`config.mk`:
```
export PLATFORM = sky130hd
export DESIGN_NAME = apb_arbiter
export DESIGN_NICKNAME = d
export VERILOG_FILES = /design/src/rtl/apb_arbiter.sv
export SDC_FILE = /design/constraint.sdc
export NUM_CORES = 1
export LEC_CHECK = 0
export CAP_MARGIN = 0
export CORE_AREA = 2 2 129 131
export DETAILED_ROUTE_END_ITERATION = 8
export DIE_AREA = 0 0 131 133
export PLACE_DENSITY = 0.73
export SETUP_SLACK_MARGIN = 0.02
export SYNTH_ARGS = -nofsm -noshare
export SYNTH_HDL_FRONTEND = slang
export SYNTH_SLANG_ARGS = --single-unit
```
`constraint.sdc`:
```
create_clock -name PCLK -period 3.38 [get_ports PCLK]
set_clock_uncertainty 0.1 [all_clocks]
set_input_delay 0.338 -clock PCLK [delete_from_list [all_inputs] [get_ports PCLK]]
set_output_delay 0.338 -clock PCLK [all_outputs]
set_load 0.05 [all_outputs]
```
`src/rtl/apb_arbiter.sv`:
```
// Round-robin APB master that shares one completer among NR held requesters.
// Request-to-ack is 3 cycles on a zero-wait slave (+1 per wait state); back-to-back grants every 2 cycles.
module apb_arbiter #(
   parameter int NR      = 4,
   parameter int AW      = 12,
   parameter int DW      = 32,
   parameter int TIMEOUT = 0
) (
   input  logic               PCLK,
   input  logic               PRESET,
   input  logic [NR-1:0]      i_req,
   input  logic [NR*AW-1:0]   i_addr,
   input  logic [NR-1:0]      i_write,
   input  logic [NR*DW-1:0]   i_wdata,
   input  logic [NR*DW/8-1:0] i_wstrb,
   output logic [NR-1:0]      o_ack,
   output logic [DW-1:0]      o_rdata,
   output logic               o_err,
   output logic [NR-1:0]      o_grant,
   output logic               PSEL,
   output logic               PENABLE,
   output logic [AW-1:0]      PADDR,
   output logic               PWRITE,
   output logic [DW-1:0]      PWDATA,
   output logic [DW/8-1:0]    PWSTRB,
   output logic [2:0]         PPROT,
   input  logic               PREADY,
   input  logic [DW-1:0]      PRDATA,
   input  logic               PSLVERR
);
   localparam int SW   = DW / 8;
   localparam int IW   = $clog2(NR);
   localparam int CW   = (TIMEOUT > 0) ? $clog2(TIMEOUT + 1) : 1;
   localparam int TLIM = (TIMEOUT > 0) ? TIMEOUT - 1 : 0;

   localparam logic [1:0] IDLE   = 2'd0;
   localparam logic [1:0] SETUP  = 2'd1;
   localparam logic [1:0] ACCESS = 2'd2;

   logic [1:0]    state;
   logic [IW-1:0] last_grant;
   logic [IW-1:0] gidx;
   logic [CW-1:0] wcnt;

   logic [NR-1:0] arb_req;
   logic [IW-1:0] arb_base;
   logic [IW-1:0] arb_idx;
   logic          arb_found;
   logic          timeout_hit;

   logic [AW-1:0] sel_addr;
   logic          sel_write;
   logic [DW-1:0] sel_wdata;
   logic [SW-1:0] sel_wstrb;

   assign PPROT       = 3'b000;
   assign timeout_hit = (TIMEOUT > 0) && (wcnt == CW'(TLIM));

   // On a completion the finishing requester is masked so it can never win its own ack cycle.
   always_comb begin
      arb_req  = i_req;
      arb_base = last_grant;
      if (state == ACCESS) begin
         arb_req  = i_req & ~o_grant;
         arb_base = gidx;
      end
   end

   // Scan downward so the nearest set bit above the base is the one that sticks.
   always_comb begin
      arb_found = 1'b0;
      arb_idx   = '0;
      for (int i = NR; i >= 1; i--) begin
         if (arb_req[(int'(arb_base) + i) % NR]) begin
            arb_found = 1'b1;
            arb_idx   = IW'((int'(arb_base) + i) % NR);
         end
      end
   end

   assign sel_addr  = i_addr[int'(arb_idx)*AW +: AW];
   assign sel_write = i_write[arb_idx];
   assign sel_wdata = i_wdata[int'(arb_idx)*DW +: DW];
   assign sel_wstrb = i_wstrb[int'(arb_idx)*SW +: SW];

   always_ff @(posedge PCLK or posedge PRESET) begin
      if (PRESET) begin
         state      <= IDLE;
         last_grant <= IW'(NR - 1);
         gidx       <= '0;
         wcnt       <= '0;
         o_ack      <= '0;
         o_rdata    <= '0;
         o_err      <= 1'b0;
         o_grant    <= '0;
         PSEL       <= 1'b0;
         PENABLE    <= 1'b0;
         PADDR      <= '0;
         PWRITE     <= 1'b0;
         PWDATA     <= '0;
         PWSTRB     <= '0;
      end else begin
         o_ack <= '0;
         o_err <= 1'b0;
         case (state)
            IDLE: begin
               if (arb_found) begin
                  PADDR   <= sel_addr;
                  PWRITE  <= sel_write;
                  PWDATA  <= sel_wdata;
                  PWSTRB  <= sel_wstrb;
                  gidx    <= arb_idx;
                  o_grant <= NR'(1) << arb_idx;
                  PSEL    <= 1'b1;
                  PENABLE <= 1'b0;
                  state   <= SETUP;
               end
            end
            SETUP: begin
               PENABLE <= 1'b1;
               wcnt    <= '0;
               state   <= ACCESS;
            end
            ACCESS: begin
               if (PREADY) begin
                  o_ack      <= o_grant;
                  o_rdata    <= PRDATA;
                  o_err      <= PSLVERR;
                  last_grant <= gidx;
                  if (arb_found) begin
                     PADDR   <= sel_addr;
                     PWRITE  <= sel_write;
                     PWDATA  <= sel_wdata;
                     PWSTRB  <= sel_wstrb;
                     gidx    <= arb_idx;
                     o_grant <= NR'(1) << arb_idx;
                     PENABLE <= 1'b0;
                     state   <= SETUP;
                  end else begin
                     PSEL    <= 1'b0;
                     PENABLE <= 1'b0;
                     o_grant <= '0;
                     state   <= IDLE;
                  end
               end else if (timeout_hit) begin
                  // Abort leaves o_rdata alone and always returns to IDLE.
                  o_ack      <= o_grant;
                  o_err      <= 1'b1;
                  last_grant <= gidx;
                  PSEL       <= 1'b0;
                  PENABLE    <= 1'b0;
                  o_grant    <= '0;
                  state      <= IDLE;
               end else if (TIMEOUT > 0) begin
                  wcnt <= wcnt + CW'(1);
               end
            end
            default: begin
               PSEL    <= 1'b0;
               PENABLE <= 1'b0;
               o_grant <= '0;
               state   <= IDLE;
            end
         endcase
      end
   end
endmodule

```
==> flow_metrics.tcl <==
set metrics [dict create \
    grt_usage_pct 19.04 \
    placed_area_sq_um 8632 \
    final-hold-violation-count 0 \
    finalMaxSlewViolations 0 \
    die_area_sq_um 17420 \
    num_antenna_cells 0 \
    regArea_sq_um 2430 \
    pwr-share-clk_pct 10.7 \
    dp_slack_ns 0.3719 \
    hpwlAfterDp_mm 13.40 \
    crit_arrival_ns 3.00 \
    vias_per_cell 4.874 \
    power_switching_share_pct 48.93 \
    synth_flop_cell "dfrtp_1" \
    fmax_ghz 0.3430 \
    fillers 1360 \
    postRouteAntennaNets 0 \
    worstSetupPathType "flip-flop to flip-flop" \
    start_util_pct 31.95 \
    cts_resized 0 \
    regToRegEndpoint "PWDATA[3]" \
    antenna_found_initial 0 \
    p_seq_share_pct 22.2 \
    num_io_pins 331 \
    async_reset_ff_share_pct 100.0 \
    cp.required_ns 3.47 \
    worst_slack_ns 0.4645 \
    r2r_start "PENABLE" \
    avgSynthCellArea_sq_um 12.01 \
    cts_setup_buffers 0 \
    htreeDepth 3 \
    cts_hold_buf 0 \
    p_leak_uw 0.003854 \
    tightest_slew_ns 0.5867 \
    cts.sinks 97 \
    status "completed" \
    chipWidth_um 131 \
    cellPowerDensity_nw_per_um2 1053 \
    rows 47 \
    synthesis.area_sq_um 5166 \
    die_h_um 133 \
    port_buffers 327 \
    cp_max_fo 31 \
    area_growth_pct 72.68 \
    dr.pass1.iters 5 \
    fin_area_sq_um 8921 \
    rrSetupSlack_ns 0.46 \
    critPathLaunch "PENABLE" \
    synth_top_area_share_pct 46.02 \
    crit_path_end_kind "flip-flop" \
    post-route-min-period_ns 2.915 \
    synth_cell_type_count 34 \
    syn_inst 430 \
    cap_violations 0 \
    cts_root_buf "clkbuf_16" \
    place_congestion 0.9159 \
    drive_above_1_share_pct 11.82 \
    gr-total-overflow 0 \
    grt_start_max_net_pins 98 \
    detailroute.via_count 4742 \
    yosysTopAreaCell "dfrtp_1" \
    insertion_delay_ns 0.34 \
    p_switching_uw 4597 \
    coreArea_sq_um 16170 \
    ys_seq_area_share_pct 47.03 \
    endpoint "PWDATA[3]" \
    pwr-share-comb_pct 67.1 \
    slew_headroom_pct 60.74 \
    ys_warn_count 0 \
    post-synth-top-count-cell "mux2i_1" \
    finalCritPeriodShare_pct 86.26 \
    synth-seq-cells 97 \
    grt_pass1_wl_mm 25.63 \
    grt_pass1_vias 4881 \
    ys_top_cells_by_count "mux2i_1 (99), dfrtp_1 (95), nand2_1 (61)" \
    hold_path.class "input port to async pin" \
    drt_iter0_drc 243 \
    clk_pin_slew_ns 0.07 \
    cts_tree "yes" \
    stdcell_count 973 \
    rsz0062_at_grt "false" \
    wl_per_cell_um 17.56 \
    multi_input_area_sq_um 2490 \
    ir_worst_vdd_v 0.0005207 \
    cts_buffer_depth 2 \
    start_kind "flip-flop" \
    dp.cells 957 \
    setup_viol 0 \
    cts_buffers 9 \
    tns_ns 0 \
    synth_area_leaders "dfrtp_1 (46%), mux2i_1 (19%), mux2_2 (7.2%), o221ai_2 (5.8%), o221ai_1 (4.9%)" \
    intPower_uw 4798 \
    synth_edf_count 0 \
    final_nets 984 \
    rr_worst_depth 8 \
    drt-total-wl_mm 17.09 \
    drc_errors 0 \
]
layer usage:
| metal | track usage (%) | wire length (um) | vias up |
|---|---|---|---|
| li1 | - | - | 2230 |
| met1 | 21.68 | 6378 | 2268 |
| met2 | 34.14 | 9018 | 215 |
| met3 | 4.610 | 1335 | 29 |
| met4 | 6.856 | 358 | 0 |
| met5 | 0 | 0 | - |
layout by cell type, fill, tap and decap left out, types with 2 or more instances in the layout:
cell type / Yosys / layout
nor2_1: 3 / 3
mux2_2: 33 / 33
dfstp_2: 2 / 2
o211ai_1: 2 / 2
conb_1: 1 / 3
and3_1: 5 / 5
clkbuf_16: 0 / 9
nand2b_1: 7 / 6
buf_12: 0 / 3
o221ai_1: 29 / 29
dfrtp_1: 95 / 95
nand2_1: 61 / 60
inv_1: 7 / 6
clkdlybuf4s50_1: 0 / 327
or4b_1: 2 / 2
o221ai_2: 20 / 20
buf_4: 6 / 10
clkinv_2: 0 / 2
clkbuf_1: 12 / 2
o21ai_1: 4 / 3
mux2i_1: 99 / 99
o21ai_0: 11 / 11
power groups by stage:
stage | logic (uW) | clock network (uW) | registers [uW]
after floorplan | 2710 | 0 | 3830
final | 6300 | 1010 | 2080
after detailed placement | 6350 | 0 | 2090
after global routing | 6620 | 1090 | 2150
after CTS | 6350 | 1040 | 2080
after global placement | 6220 | 0 | 2070
per-stage QoR:
| step | hold slack (ns) | utilization [%] | power, uW |
|---|---|---|---|
| 6_report | 0.3689 | 55.16 | 9395 |
| 3_3_place_gp | 0.3702 | 53.38 | 8286 |
| 5_1_grt | 0.4100 | 55.16 | 9866 |
| 2_1_floorplan | 0.3644 | - | 6536 |
| 3_5_place_dp | 0.3747 | 53.38 | 8439 |
| 4_1_cts | 0.3885 | 55.16 | 9476 |
flip-flops by register name (all words and copies together) (netlist names):
name        flops
o_grant         4
PADDR          12
PWRITE          1
gidx            2
o_rdata        32
o_ack           4
PWDATA         32
o_err           1
state           1
PWSTRB          4
last_grant      2
PSEL            1
PENABLE         1
critical path, cell delays in order, from the launching register on:
cell and delay (ns):
dfrtp_1 0.44, nor2b_1 0.41, o211ai_1 0.24, o21ba_2 0.28
o21ai_4 0.23, inv_1 0.25, nand2b_2 0.14, buf_4 0.43
o221ai_1 0.22
final cells by class:
cell class / count / area share [%]
clock buffers: 11 / 2.609
inverters: 7 / 0.3226
flip-flops and latches: 97 / 27.24
multi-input cells: 293 / 27.91
well taps: 220 / 3.086
clock inverters: 5 / 0.6311
repair buffers: 340 / 38.20
cell families after synthesis:
family,synth area share [%]
AO/OA/AOI/OAI,14.46
buffers and inverters,5.231
flip-flops,47.03
multiplexers,26.37
other,0.07259
AND/OR/NAND/NOR,6.830
worst min-delay path by stage:
stage / cells after the start / from / slack [ns] / to
after floorplan: 2 / gidx[1] / 0.36 / gidx[1]
after global placement: 2 / PWRITE / 0.37 / PWRITE
after detailed placement: 2 / PWDATA[31] / 0.37 / PWDATA[31]
after CTS: 3 / PRESET / 0.39 / PADDR[3]
after global routing: 2 / PWDATA[7] / 0.41 / PWDATA[7]
final: 3 / PRESET / 0.37 / o_rdata[19]
(Power assumes the default switching activity.)
